$ cat config.mk
export PLATFORM = sky130hd
export DESIGN_NAME = ili9488_spi_tx
export DESIGN_NICKNAME = d
export VERILOG_FILES = /design/src/rtl/ili9488_spi_tx.sv
export SDC_FILE = /design/constraint.sdc
export NUM_CORES = 1
export LEC_CHECK = 0
export CAP_MARGIN = 20
export CORE_MARGIN = 1
export CORE_UTILIZATION = 45
export CTS_BUF_LIST = sky130_fd_sc_hd__clkbuf_4 sky130_fd_sc_hd__clkbuf_8
export CTS_CLUSTER_SIZE = 40
export DETAILED_ROUTE_END_ITERATION = 8
export GPL_ROUTABILITY_DRIVEN = 0
export PLACE_DENSITY = 0.74
export SKIP_LAST_GASP = 1
export SLEW_MARGIN = 20
export SYNTH_ARGS = -nofsm -noshare
export SYNTH_HDL_FRONTEND = slang
export SYNTH_SLANG_ARGS = --single-unit
$ cat constraint.sdc
create_clock -name clk_in -period 2.38 [get_ports clk_in]
set_clock_uncertainty 0.2 [all_clocks]
set_input_delay 0.714 -clock clk_in [delete_from_list [all_inputs] [get_ports clk_in]]
set_output_delay 0.714 -clock clk_in [all_outputs]
set_load 0.02 [all_outputs]
$ cat src/rtl/ili9488_spi_tx.sv
// Write-only serial transmitter for the ILI9488 panel. Each sck_src rising edge is one tick,
// and two ticks make one SPI mode-0 bit. Define ILI9488_3WIRE_EN for 9-bit frames with the DC bit inline.
module ili9488_spi_tx #(
  parameter int CS_GAP = 2
) (
  input  logic       clk_in,
  input  logic       rst,
  input  logic       sck_src,
  input  logic       tx_valid,
  output logic       tx_ready,
  input  logic [7:0] tx_data,
  input  logic       tx_dc,
  input  logic       tx_last,
  output logic       lcd_cs_n,
  output logic       lcd_scl,
  output logic       lcd_sdi,
  output logic       lcd_dc,
  output logic       busy
);

`ifdef ILI9488_3WIRE_EN
  localparam int FRAME_BITS = 9;
`else
  localparam int FRAME_BITS = 8;
`endif
  localparam logic [4:0] LAST_TICK = 5'(2 * FRAME_BITS - 1);
  localparam logic [7:0] GAP_LAST  = 8'(CS_GAP - 1);

  typedef enum logic [1:0] {
    IDLE,
    SHIFT,
    GAP
  } state_t;

  state_t                  state_q, state_d;
  logic                    sckPrev_q;
  logic [4:0]              tickCnt_q, tickCnt_d;
  logic [7:0]              gapCnt_q, gapCnt_d;
  logic [FRAME_BITS-1:0]   shift_q, shift_d;
  logic                    last_q, last_d;
  logic                    csN_q, csN_d;
  logic                    scl_q, scl_d;
  logic                    sdi_q, sdi_d;
  logic                    dc_q, dc_d;
  logic                    ready_q, ready_d;
  logic                    busy_q, busy_d;

  logic                    tick;
  logic                    accept;
  logic [FRAME_BITS-1:0]   frame;
  logic                    frameDc;

  assign tick   = sck_src & ~sckPrev_q;
  assign accept = (state_q == IDLE) & ready_q & tx_valid;

  // In 3-wire mode the DC flag travels as the leading bit and the DC pin stays low.
`ifdef ILI9488_3WIRE_EN
  assign frame   = {tx_dc, tx_data};
  assign frameDc = 1'b0;
`else
  assign frame   = tx_data;
  assign frameDc = tx_dc;
`endif

  always_comb begin
    state_d   = state_q;
    tickCnt_d = tickCnt_q;
    gapCnt_d  = gapCnt_q;
    shift_d   = shift_q;
    last_d    = last_q;
    csN_d     = csN_q;
    scl_d     = scl_q;
    sdi_d     = sdi_q;
    dc_d      = dc_q;

    unique case (state_q)
      IDLE: begin
        if (accept) begin
          shift_d   = {frame[FRAME_BITS-2:0], 1'b0};
          sdi_d     = frame[FRAME_BITS-1];
          dc_d      = frameDc;
          last_d    = tx_last;
          csN_d     = 1'b0;
          scl_d     = 1'b0;
          tickCnt_d = 5'd0;
          state_d   = SHIFT;
        end
      end
      SHIFT: begin
        if (tick) begin
          tickCnt_d = tickCnt_q + 5'd1;
          if (!scl_q) begin
            scl_d = 1'b1;
          end else begin
            // Falling SCL edge: the next bit goes out while SCL is low.
            scl_d   = 1'b0;
            sdi_d   = shift_q[FRAME_BITS-1];
            shift_d = {shift_q[FRAME_BITS-2:0], 1'b0};
            if (tickCnt_q == LAST_TICK) begin
              tickCnt_d = 5'd0;
              if (last_q) begin
                csN_d    = 1'b1;
                gapCnt_d = 8'd0;
                state_d  = GAP;
              end else begin
                state_d  = IDLE;
              end
            end
          end
        end
      end
      GAP: begin
        if (tick) begin
          if (gapCnt_q == GAP_LAST) begin
            gapCnt_d = 8'd0;
            state_d  = IDLE;
          end else begin
            gapCnt_d = gapCnt_q + 8'd1;
          end
        end
      end
      default: state_d = IDLE;
    endcase

    // Ready only after a full idle cycle, so it trails every return to IDLE by one clock.
    ready_d = (state_q == IDLE) && (state_d == IDLE);
    busy_d  = (state_d != IDLE);
  end

  always_ff @(posedge clk_in) begin
    if (rst) begin
      state_q   <= IDLE;
      sckPrev_q <= 1'b1;
      tickCnt_q <= 5'd0;
      gapCnt_q  <= 8'd0;
      shift_q   <= '0;
      last_q    <= 1'b0;
      csN_q     <= 1'b1;
      scl_q     <= 1'b0;
      sdi_q     <= 1'b0;
      dc_q      <= 1'b0;
      ready_q   <= 1'b0;
      busy_q    <= 1'b0;
    end else begin
      state_q   <= state_d;
      sckPrev_q <= sck_src;
      tickCnt_q <= tickCnt_d;
      gapCnt_q  <= gapCnt_d;
      shift_q   <= shift_d;
      last_q    <= last_d;
      csN_q     <= csN_d;
      scl_q     <= scl_d;
      sdi_q     <= sdi_d;
      dc_q      <= dc_d;
      ready_q   <= ready_d;
      busy_q    <= busy_d;
    end
  end

  assign tx_ready = ready_q;
  assign busy     = busy_q;
  assign lcd_cs_n = csN_q;
  assign lcd_scl  = scl_q;
  assign lcd_sdi  = sdi_q;
  assign lcd_dc   = dc_q;

endmodule

Word level (Yosys, flattened, before mapping) --
Cells that the tools add are included.
Operators by class: $add $sub $neg 2, equality and inequality tests 10, mux-type cells 37, bitwise gates (word level) 4, reduce and logical (&&, ||, !) cells 11
Operator list (number):
- 8-bit two-way mux | 9
- 8-bit one-hot mux with 2 select lines | 2
- 5-bit two-way mux | 4
- 2-bit two-way mux | 7
- 2-bit inequality test (second input constant) | 6
- 6-bit AND reduction | 2
- 1-bit two-way mux | 10
- 5-bit one-hot mux with 2 select lines | 1
- 8-bit by 1-bit adder with 8-bit output (second input constant) | 1
- 8-bit by 1-bit equality test with 1-bit output (second input constant) | 1
- 1-bit one-hot mux with 2 select lines | 3
- 2-bit one-hot mux with 3 select lines | 1
- 2-bit nonzero test | 3
- 5-bit by 1-bit adder with 5-bit output (second input constant) | 1
- 5-bit by 4-bit equality test with 1-bit output (second input constant) | 1
- 2-bit logical NOT | 2
- 4-bit AND reduction | 1
- 1-bit AND | 3
- 3-bit AND reduction | 1
- 2-bit by 1-bit equality test with 1-bit output (second input constant) | 1
- 2-bit equality test (second input constant) | 1
- 2-bit AND reduction | 1
- 1-bit logical AND | 1
- 1-bit NOT | 1
Storage, ports and cells: bits in registers 31, input bits 14, output and inout bits 6, logic and storage cells 76

Logic depth before layout (Yosys ltp) --
word-level depth 7, mapped depth 6, gate-level depth less buffers 6

Least setup slack after synthesis --
OpenSTA, ideal clock, no wires.
path type input-to-reg, from input sck_src, to register gapCnt_q[5], setup time 0.074 ns, arrival 1.836 ns, required time 2.106 ns, setup slack 0.269 ns, cell stages on the path 5, path buffers 1, cells stage by stage and4bb_1 -> buf_6 -> a41oi_4 -> or4_1 -> a31oi_1
On the way: cells in the longest elaborated chain, start to end 3, elaborated cells on any way between the ends 4, those cells by class eq/ne (2); bitwise (1); reduce/logical (1)
Ends and longest elaborated chain:
- start, declared | line 8 | input logic sck_src,
- 1-bit AND * | line 53 | assign tick = sck_src & ~sckPrev_q;
- 2-bit inequality test (no source line)
- 6-bit AND reduction (no source line) *
- end signal, assigned | line 148 | gapCnt_q <= gapCnt_d;
- end, declared | line 38 | logic [7:0] gapCnt_q, gapCnt_d;
Mark *: on every way between the ends. The rest lies on a longest branch, timed or not. A chain may end at the register's enable or synchronous reset.

Worst setup path in the final report --
Ends and elaborated chain as after synthesis.

==> results.toml <==
[worst_setup_path]
worstPathMaxFanout = 4
path_cells = "clkdlybuf4s50_1 -> and4bb_1 -> a41oi_4 -> or4_1 -> a31oi_1"
crit_type = "in2reg"
start_kind = "primary input"
crit_required_ns = 2.45
rrSetupSlack_ns = 0.33
r2r_end = "busy"
crit_path_max_incr_delay_ns = 0.52
crit_buf_inv = 1
cp.depth = 5
crit_path_end_kind = "flop"
rr_worst_depth = 5
arrival_ns = 2.31
endpoint = "gapCnt_q[5]"
crit_slowest_cell = "clkdlybuf4s50_1"
critPathTopFamily = "simple AND/OR/NAND/NOR gates"
r2r-start = "gapCnt_q[0]"
setup.worst_path.start = "sck_src"

[clocking]
clkLatencyLatePin_ns = 0.33
cts_setup_buffers = 0
clk_pin_slew_worst_paths_ns = 0.10
numCtsBuffers = 5
cts_root_buf = "clkbuf_4"
cts-resized-gates = 0
clock-sinks = 30
cts_hold_buf = 0
cts_tree = "yes"
cts-htree-levels = 2
clk_path_buf_depth = 2

[yosys]
synthMuxAreaShare_pct = 2.03
syn-num-nets = 188
synth_top_area_share_pct = 40.7
synthAdderAreaFrac_pct = 2.54
synth_common_cells = "dfxtp_1 (30), nand2_1 (21), nor2_1 (20)"
yosys-top-cells-area = "dfxtp_1 (41%), nand2_1 (5.3%), nor2_1 (5.1%)"
yosysUniqueCellTypes = 48
avgSynthCellArea_um2 = 8.63
syn-cell-area_um2 = 1480
synth_edf_count = 0
ys_warn_count = 0
synth_compound_area_share_pct = 21.5
synthArstFlopShare_pct = 0
post-synth-top-area-cell = "dfxtp_1"
synth-seq-area-share_pct = 40.7
synth_top_family_by_area = "simple AND/OR/NAND/NOR gates"
syn_inst = 171
ys_ff_latch = 30
synth_ff_type = "dfxtp_1"
synthXorXnorAreaFrac_pct = 1.19
synth_most_common_cell = "dfxtp_1"
synth_simple_gate_area_share_pct = 27.2

[power_and_ir_drop]
power_frac_seq_pct = 54.0
clockPowerShare_pct = 33.7
irDropWorstVdd_mv = 0.312
power.share.switching_pct = 25.6
internal_power_mw = 0.739
power.density_nw_per_um2 = 540
p_comb_share_pct = 12.3
p_leak_nw = 0.696
p_switching_mw = 0.255

[timing]
fin_crit_ns = 2.23
worst_slew_pin_slew_ns = 0.666
slew_violations = 0
fmax_mhz = 448
finalSetupViolCount = 0
finalSetupTns_ns = 0
final.period_utilization_pct = 93.9
hold_viol = 0
slew_headroom_pct = 55.0
rsz0062_at_grt = "false"

[floorplanning]
dieArea_um2 = 3510
io-pin-count = 20
die-height_um = 59.3
rows = 20
coreArea_um2 = 3080
initial_core_util_pct = 48.0
dieWidth_um = 59.3

[detailed_routing]
drt_pre_antenna_iters = 4
avgRoutedWirePerCell_um = 13.6
vias = 1388
drt_wl_total_um = 3330
viasPerCell = 5.67
drtIter0Drc = 79
drc_errors = 0
ant_nets = 0

[grt]
grt_pass1_wl_um = 5490
grt_use_total_pct = 21.1
grt_pass1_vias = 1238
grt_start_max_net_pins = 19
grt_overflow = 0
antenna_found_initial = 0

[worst_hold_path]
hold_class = "reg2reg"
worstHoldStart = "shift_q[4]"

[finish]
fin_nets = 217
antenna_cells = 0
fillers = 284
area_growth_pct = 24.7
fin_util_pct = 59.8
drive_gt1_share_pct = 13.9

[placed_design]
dp_hpwl_um = 2410
port_buffers = 19

[outcome]
status = "completed"

[job]
cap_violations = 0
## state kept, by name, indices dropped and copies added, names as in the netlist
name	cells
lcd_sdi	1
last_q	1
lcd_dc	1
tickCnt_q	5
gapCnt_q	8
lcd_scl	1
state_q	2
tx_ready	1
lcd_cs_n	1
busy	1
shift_q	7
sckPrev_q	1
## layout make-up
type                    instances  area (µm²)  share of cell area (%)
repair buffers                 34         303                    16.4
multi-input cells             125         805                    43.7
clock buffers                   7        58.8                    3.19
clock inverters                 1        5.00                   0.272
well taps                      44        55.1                    2.99
inverters                       4        15.0                   0.815
flip-flops and latches         30         601                    32.6
## cell usage in the layout, fill, tap and decap left out, types with 2 or more instances in the layout
master | netlist | layout
a22oi_1 | 3 | 3
a21oi_1 | 8 | 8
nand2_1 | 21 | 21
nand3_1 | 6 | 6
nand4_1 | 2 | 2
nor2b_1 | 2 | 2
and4bb_1 | 2 | 2
nor4b_1 | 2 | 2
a31oi_1 | 4 | 4
a311oi_1 | 8 | 8
buf_4 | 0 | 15
inv_1 | 4 | 4
nand2b_1 | 2 | 2
o21ai_0 | 4 | 4
nor2_1 | 20 | 20
clkbuf_4 | 0 | 6
a211oi_1 | 2 | 2
mux2i_1 | 3 | 3
o21bai_1 | 2 | 2
nand4bb_1 | 2 | 2
dfxtp_1 | 30 | 30
and3_1 | 3 | 3
nor3_1 | 4 | 4
clkdlybuf4s50_1 | 0 | 19
ha_1 | 3 | 3
## metal layers
layer  track usage [%]  share of wire (%)  vias to the layer above  wire length (µm)
met1              24.8                 46                      658              1530
met3              5.90                4.3                        8               144
met5                 0                  0                        -                 0
li1                  -                  -                      690                 -
met4              10.5                2.0                        0                66
met2              35.2                 48                       32              1600
## power groups by stage
stage	Clock [mW]	Combinational [mW]	Sequential, mW
after floorplan	0	0.0615	0.551
after global placement	0	0.120	0.547
after detailed placement	0	0.123	0.548
after CTS	0.341	0.124	0.537
after global routing	0.355	0.134	0.540
final	0.335	0.123	0.536
## worst reg2reg max path: stages (launching register included)
cell and delay [ns]:
dfxtp_1 0.40, ha_1 0.19, or4b_1 0.47, o41ai_1 0.38, a221oi_1 0.15, o21bai_1 0.18
## metrics by stage
| step | cells | instance area (µm²) | hold slack [ns] | worst slack, ns | power, mW |
|---|---|---|---|---|---|
| 2_1_floorplan | 171 | 1480 | 0.245 | 0.269 | 0.612 |
| 3_3_place_gp | 237 | 1780 | 0.259 | -0.178 | 0.667 |
| 3_5_place_dp | 237 | 1780 | 0.274 | -0.213 | 0.671 |
| 4_1_cts | 245 | 1840 | 0.284 | 0.152 | 1.00 |
| 5_1_grt | 245 | 1840 | 0.313 | 0.0307 | 1.03 |
| 6_report | 245 | 1840 | 0.276 | 0.146 | 0.994 |
## logic make-up after synthesis
group | Yosys count
AOI/OAI and AO/OA | 42
xor gates and xnor gates | 2
adders and majority gates | 3
buffers and inverters | 16
DFF | 30
muxes | 3
and+or+nand+nor | 75
## worst min-delay path by stage
| stage | depth (start not counted) | end |
|---|---|---|
| after floorplan | 2 | tickCnt_q[4] |
| after global placement | 2 | tickCnt_q[4] |
| after detailed placement | 2 | shift_q[2] |
| after CTS | 2 | shift_q[5] |
| after global routing | 2 | shift_q[5] |
| final | 2 | shift_q[5] |
Note: power is estimated with default switching activity, not from simulation.
